$ cat config.mk
export PLATFORM = sky130hd
export DESIGN_NAME = regfile_wport_arbiter
export DESIGN_NICKNAME = d
export VERILOG_FILES = /design/src/rtl/regfile_wport_arbiter_pkg.sv /design/src/rtl/regfile_wport_fifo.sv /design/src/rtl/regfile_wport_arbiter.sv
export SDC_FILE = /design/constraint.sdc
export NUM_CORES = 1
export LEC_CHECK = 0
export BUFFER_PORTS_ARGS = -buffer_cell sky130_fd_sc_hd__buf_2
export CAP_MARGIN = 30
export CORE_AREA = 3 3 99 101
export CTS_CLUSTER_SIZE = 12
export DETAILED_ROUTE_END_ITERATION = 10
export DIE_AREA = 0 0 102 104
export PLACE_DENSITY = 0.94
export SLEW_MARGIN = 10
export SYNTH_ARGS = -nofsm -noshare
export SYNTH_HDL_FRONTEND = slang
export SYNTH_SLANG_ARGS = --single-unit
export TNS_END_PERCENT = 50
$ cat constraint.sdc
create_clock -name clk_i -period 6.6 [get_ports clk_i]
set_input_delay 0.33 -clock clk_i [delete_from_list [all_inputs] [get_ports clk_i]]
set_output_delay 0.33 -clock clk_i [all_outputs]
set_load 0.01 [all_outputs]
$ cat src/rtl/regfile_wport_arbiter_pkg.sv
// Shared widths, register-file constants, arbiter state encodings and the
// write-request record used by the writeback port arbiter.
package regfile_wport_arbiter_pkg;

    localparam int RADDR_WIDTH = 5;
    localparam int RDATA_WIDTH = 32;

    localparam logic [RADDR_WIDTH-1:0] ZERO_REG     = '0;
    localparam logic                   WRITE_ENABLE = 1'b1;

    typedef enum logic {
        ARB_PRIO0  = 1'b0,
        ARB_FORCE1 = 1'b1
    } arb_state_e;

    typedef struct packed {
        logic [RADDR_WIDTH-1:0] addr;
        logic [RDATA_WIDTH-1:0] data;
    } wr_req_t;

    // Writes to the hardwired zero register are consumed but never enabled.
    function automatic logic is_real_write(input logic [RADDR_WIDTH-1:0] addr);
        return addr != ZERO_REG;
    endfunction

endpackage

$ cat src/rtl/regfile_wport_fifo.sv
// Small synchronous FIFO buffering port-1 writebacks; wrap-bit pointers
// distinguish full from empty without a separate occupancy counter.
module regfile_wport_fifo
    import regfile_wport_arbiter_pkg::*;
#(
    parameter int DEPTH = 2
) (
    input  logic    clk_i,
    input  logic    rst_i,
    input  logic    push_i,
    input  wr_req_t push_data_i,
    input  logic    pop_i,
    output logic    full_o,
    output logic    empty_o,
    output wr_req_t head_o
);

    localparam int IW = $clog2(DEPTH);
    localparam int PW = IW + 1;

    logic [PW-1:0] wr_ptr_q, wr_ptr_d;
    logic [PW-1:0] rd_ptr_q, rd_ptr_d;
    wr_req_t       mem_q [DEPTH];
    wr_req_t       mem_d [DEPTH];
    logic          do_push;
    logic          do_pop;

    assign full_o  = (wr_ptr_q[IW] != rd_ptr_q[IW]) && (wr_ptr_q[IW-1:0] == rd_ptr_q[IW-1:0]);
    assign empty_o = (wr_ptr_q == rd_ptr_q);
    assign head_o  = mem_q[rd_ptr_q[IW-1:0]];

    // Full blocks a push even when a pop happens in the same cycle.
    assign do_push = push_i && !full_o;
    assign do_pop  = pop_i && !empty_o;

    always_comb begin
        wr_ptr_d = wr_ptr_q;
        rd_ptr_d = rd_ptr_q;
        mem_d    = mem_q;
        if (do_push) begin
            mem_d[wr_ptr_q[IW-1:0]] = push_data_i;
            wr_ptr_d                = wr_ptr_q + PW'(1);
        end
        if (do_pop) begin
            rd_ptr_d = rd_ptr_q + PW'(1);
        end
    end

    always_ff @(posedge clk_i or posedge rst_i) begin
        if (rst_i) begin
            wr_ptr_q <= '0;
            rd_ptr_q <= '0;
        end else begin
            wr_ptr_q <= wr_ptr_d;
            rd_ptr_q <= rd_ptr_d;
        end
    end

    always_ff @(posedge clk_i) begin
        mem_q <= mem_d;
    end

endmodule

$ cat src/rtl/regfile_wport_arbiter.sv
// Arbitrates the single register-file write port between the WB stage (port 0)
// and buffered multi-cycle results (port 1), with a registered output.
module regfile_wport_arbiter
    import regfile_wport_arbiter_pkg::*;
#(
    parameter int FIFO_DEPTH   = 2,
    parameter int STARVE_LIMIT = 4
) (
    input  logic                   clk_i,
    input  logic                   rst_i,
    input  logic                   valid0_i,
    output logic                   ready0_o,
    input  logic [RADDR_WIDTH-1:0] waddr0_i,
    input  logic [RDATA_WIDTH-1:0] wdata0_i,
    input  logic                   valid1_i,
    output logic                   ready1_o,
    input  logic [RADDR_WIDTH-1:0] waddr1_i,
    input  logic [RDATA_WIDTH-1:0] wdata1_i,
    output logic                   we_o,
    output logic [RADDR_WIDTH-1:0] waddr_o,
    output logic [RDATA_WIDTH-1:0] wdata_o,
    output logic                   pend1_o,
    output arb_state_e             state_o
);

    // Handshake: a transfer happens on a rising edge where valid & ready are
    // both high; valid never waits on ready, and a requester keeps its
    // address/data stable while valid & !ready.

    localparam int               CW    = $clog2(STARVE_LIMIT + 1);
    localparam logic [CW-1:0]    LIMIT = CW'(STARVE_LIMIT);

    arb_state_e             state_q, state_d;
    logic [CW-1:0]          starve_q, starve_d;
    logic                   we_q, we_d;
    logic [RADDR_WIDTH-1:0] waddr_q, waddr_d;
    logic [RDATA_WIDTH-1:0] wdata_q, wdata_d;

    logic    grant0;
    logic    grant1;
    logic    fifo_full;
    logic    fifo_empty;
    wr_req_t fifo_head;
    wr_req_t fifo_in;

    assign fifo_in = '{addr: waddr1_i, data: wdata1_i};

    regfile_wport_fifo #(
        .DEPTH (FIFO_DEPTH)
    ) u_fifo (
        .clk_i       (clk_i),
        .rst_i       (rst_i),
        .push_i      (valid1_i),
        .push_data_i (fifo_in),
        .pop_i       (grant1),
        .full_o      (fifo_full),
        .empty_o     (fifo_empty),
        .head_o      (fifo_head)
    );

    assign ready1_o = !fifo_full;
    assign pend1_o  = !fifo_empty;

    always_comb begin
        state_d  = state_q;
        starve_d = starve_q;
        ready0_o = 1'b1;
        grant0   = 1'b0;
        grant1   = 1'b0;
        unique case (state_q)
            ARB_PRIO0: begin
                ready0_o = 1'b1;
                if (valid0_i) begin
                    grant0 = 1'b1;
                end else if (!fifo_empty) begin
                    grant1 = 1'b1;
                end
                // Count only port-0 wins over a waiting FIFO entry.
                if (fifo_empty || grant1) begin
                    starve_d = '0;
                end else if (grant0) begin
                    if (starve_q == LIMIT - CW'(1)) begin
                        state_d  = ARB_FORCE1;
                        starve_d = '0;
                    end else begin
                        starve_d = starve_q + CW'(1);
                    end
                end
            end
            ARB_FORCE1: begin
                ready0_o = 1'b0;
                grant1   = !fifo_empty;
                starve_d = '0;
                state_d  = ARB_PRIO0;
            end
            default: begin
                state_d = ARB_PRIO0;
            end
        endcase
    end

    always_comb begin
        we_d    = !WRITE_ENABLE;
        waddr_d = waddr_q;
        wdata_d = wdata_q;
        if (grant0) begin
            we_d    = is_real_write(waddr0_i) ? WRITE_ENABLE : !WRITE_ENABLE;
            waddr_d = waddr0_i;
            wdata_d = wdata0_i;
        end else if (grant1) begin
            we_d    = is_real_write(fifo_head.addr) ? WRITE_ENABLE : !WRITE_ENABLE;
            waddr_d = fifo_head.addr;
            wdata_d = fifo_head.data;
        end
    end

    always_ff @(posedge clk_i or posedge rst_i) begin
        if (rst_i) begin
            state_q  <= ARB_PRIO0;
            starve_q <= '0;
            we_q     <= !WRITE_ENABLE;
            waddr_q  <= '0;
            wdata_q  <= '0;
        end else begin
            state_q  <= state_d;
            starve_q <= starve_d;
            we_q     <= we_d;
            waddr_q  <= waddr_d;
            wdata_q  <= wdata_d;
        end
    end

    assign we_o    = we_q;
    assign waddr_o = waddr_q;
    assign wdata_o = wdata_q;
    assign state_o = state_q;

endmodule
==> impl_metrics.toml <==
[routing]
ant_nets = 0
vias = 3023
drtPass1Iterations = 4
wl_per_cell_um = 18.7
vias_per_cell = 5.44
drtIter0Drc = 109
drcViolationCount = 0
totalWireLength_um = 10400

[clock_tree]
cts_tree = "yes"
root_buffer = "clkbuf_8"
cts_resized = 0
cts_htree_levels = 4
clkSinkCount = 120
clk_pin_slew_ns = 0.06
clk_latency_ns = 0.50
numCtsBuffers = 17
clk_path_buf_depth = 2

[setup_path]
worstPathArrival_ns = 2.20
crit_type = "reg2out"
end_kind = "primary output"
start_kind = "flop"
cp_max_fo = 26
required_ns = 6.27

[synth]
ys.flop_type = "edfxtp_1"
syn_area_per_cell_um2 = 17.7
synth_area_mm2 = 0.00517
ys_ff_latch = 120
yosys_warnings = 0
synthArstFlopShare = 0.383
synth-edff-count = 74
synth_nets = 372
seq_area_frac_synth = 0.652
synth.distinct_cells = 32
syn_inst = 293

[finish]
syn_to_final_growth_pct = 27.0
final_common_cell = "buf_2"
multi_input_area_mm2 = 0.00166
drive_above_1_share = 0.538
post-route-util = 0.721
register_area_mm2 = 0.00337
stdcell_area_mm2 = 0.00657
layout_common_cells = "buf_2 (119), edfxtp_1 (74), dfrtp_1 (45)"
fill_cells = 595
nNetsFinal = 510

[timing]
rsz0062_at_grt = "no"
period_needed_ns = 2.53
finalClockSkew_ns = 0.00929
slew_viol_final = 0
relSlewSlack = 0.455
worst_pin_slew_ns = 0.816
clock.fmax_mhz = 396
hold_violations = 0
setup_violations = 0
final.setup.tns_ns = 0
post-route-period-util = 0.383

[grt]
track_usage = 0.198
grt_pass1_vias = 3192
grt_pass1_wl_um = 15900
grt_start_max_net_pins = 47
antenna_found_initial = 1
grt-ovfl-total = 0

[pwr]
vdd_drop_max_mv = 0.264
leakage_nw = 2.76
power_density_mw_per_mm2 = 494

[placed_design]
hpwl_um = 6880
dpl_cell_area_mm2 = 0.00584
port_buffers = 119
gp_congestion = 0.823

[die]
die_area_mm2 = 0.0106
die_h_um = 104
io_pins = 120
core_region_area_mm2 = 0.00911
die_x_um = 102
start_util = 0.568
row_count = 35

[outcome]
outcome = "completed"

[worst_hold_path]
hp-class = "in2reg"

[run]
cap_viol_max_count = 0
==> through the flow <==
step / hold WS, ns / setup slack, ns / power (W) / cells
final: 0.0188 / 4.07 / 0.00325 / 556
after CTS: 0.000737 / 3.68 / 0.00325 / 546
after detailed placement: 0.443 / 3.69 / 0.00236 / 510
after floorplan: 0.418 / 3.62 / 0.00205 / 293
after global routing: 0.0000218 / 3.96 / 0.00341 / 556
after global placement: 0.427 / 3.59 / 0.00228 / 508
==> cells by family (layout without fill, tap and decap cells) <==
logic type | count (synthesis) | count (layout) | synth area share
xor+xnor | 8 | 8 | 0.0201
buf+inv | 20 | 171 | 0.0290
mux | 96 | 96 | 0.237
fa+ha+maj | 1 | 1 | 0.00242
simple gates | 31 | 31 | 0.0363
compound gates | 17 | 17 | 0.0230
other cells | 0 | 1 | 0
flops | 120 | 120 | 0.652
==> report_power, final <==
group	switching, W	internal, W	total, W	leakage [nW]
combinational	0.000521	0.000579	0.00110	1.27
clock	0.000335	0.000537	0.000871	0.260
sequential	0.000167	0.00111	0.00127	1.23
total	0.00102	0.00222	0.00325	2.76
==> state kept, by name, indices dropped and copies added, names as in the netlist <==
register	flops
starve_q	3
state_o	1
u_fifo.mem_q	74
u_fifo.rd_ptr_q	2
u_fifo.wr_ptr_q	2
waddr_o	5
wdata_o	32
we_o	1
==> worst paths after layout <==
kind / cells after the start / to / start / slack [ns]
setup / recovery: 4 / pend1_o / u_fifo.rd_ptr_q[0] / 4.07
hold / removal: 1 / u_fifo.mem_q[8] / wdata1_i[8] / 0.02
max in group asynchronous: 4 / u_fifo.rd_ptr_q[0] / rst_i / 5.72
min in group asynchronous: 3 / wdata_o[18] / rst_i / 0.38
hold reg to reg: 1 / starve_q[0] / starve_q[0] / 0.45
setup reg to reg: 4 / u_fifo.mem_q[29] / u_fifo.rd_ptr_q[0] / 4.16
==> critical path, stage by stage (launching register included) <==
cell,delay [ns]
dfrtp_2,0.75
xor2_2,0.46
nor2_1,0.18
inv_2,0.15
buf_2,0.15
==> timing repair <==
action,4_1_cts,5_1_grt
hold endpoints to repair,6,27
hold buffers,4,6
setup buffers,0,0
==> synth_stat cells, types with 2 or more instances <==
cell type	n	area, um2
a211oi_1	10	75.1
buf_2	6	30.0
buf_6	7	78.8
dfrtp_1	46	1150
edfxtp_1	74	2220
inv_1	3	11.3
mux2_1	20	225
mux2_2	37	417
mux2_4	39	586
nand2b_1	2	12.5
nor2_1	7	26.3
nor2b_1	6	37.5
nor3_1	2	10.0
nor4_1	6	37.5
nor4b_1	3	26.3
o211ai_1	2	15.0
o21ai_1	3	15.0
xnor2_1	5	43.8
xor2_2	2	32.5
==> layout make-up <==
type,instances,share of cell area
clock buffer,17,0.0630
sequential,120,0.514
inverter,4,0.00229
antenna,1,0.000381
timing repair buffer,135,0.123
multi-input combinational,153,0.253
clock inverter,15,0.0232
tap,111,0.0211
==> routing by layer <==
metal,global-route usage,vias to the layer above,part of all wire
met3,0.0671,16,0.066
li1,-,1388,-
met2,0.304,125,0.49
met4,0.0647,0,0.012
met1,0.264,1494,0.43
met5,0,-,0
Power figures use the tool's default switching activity.
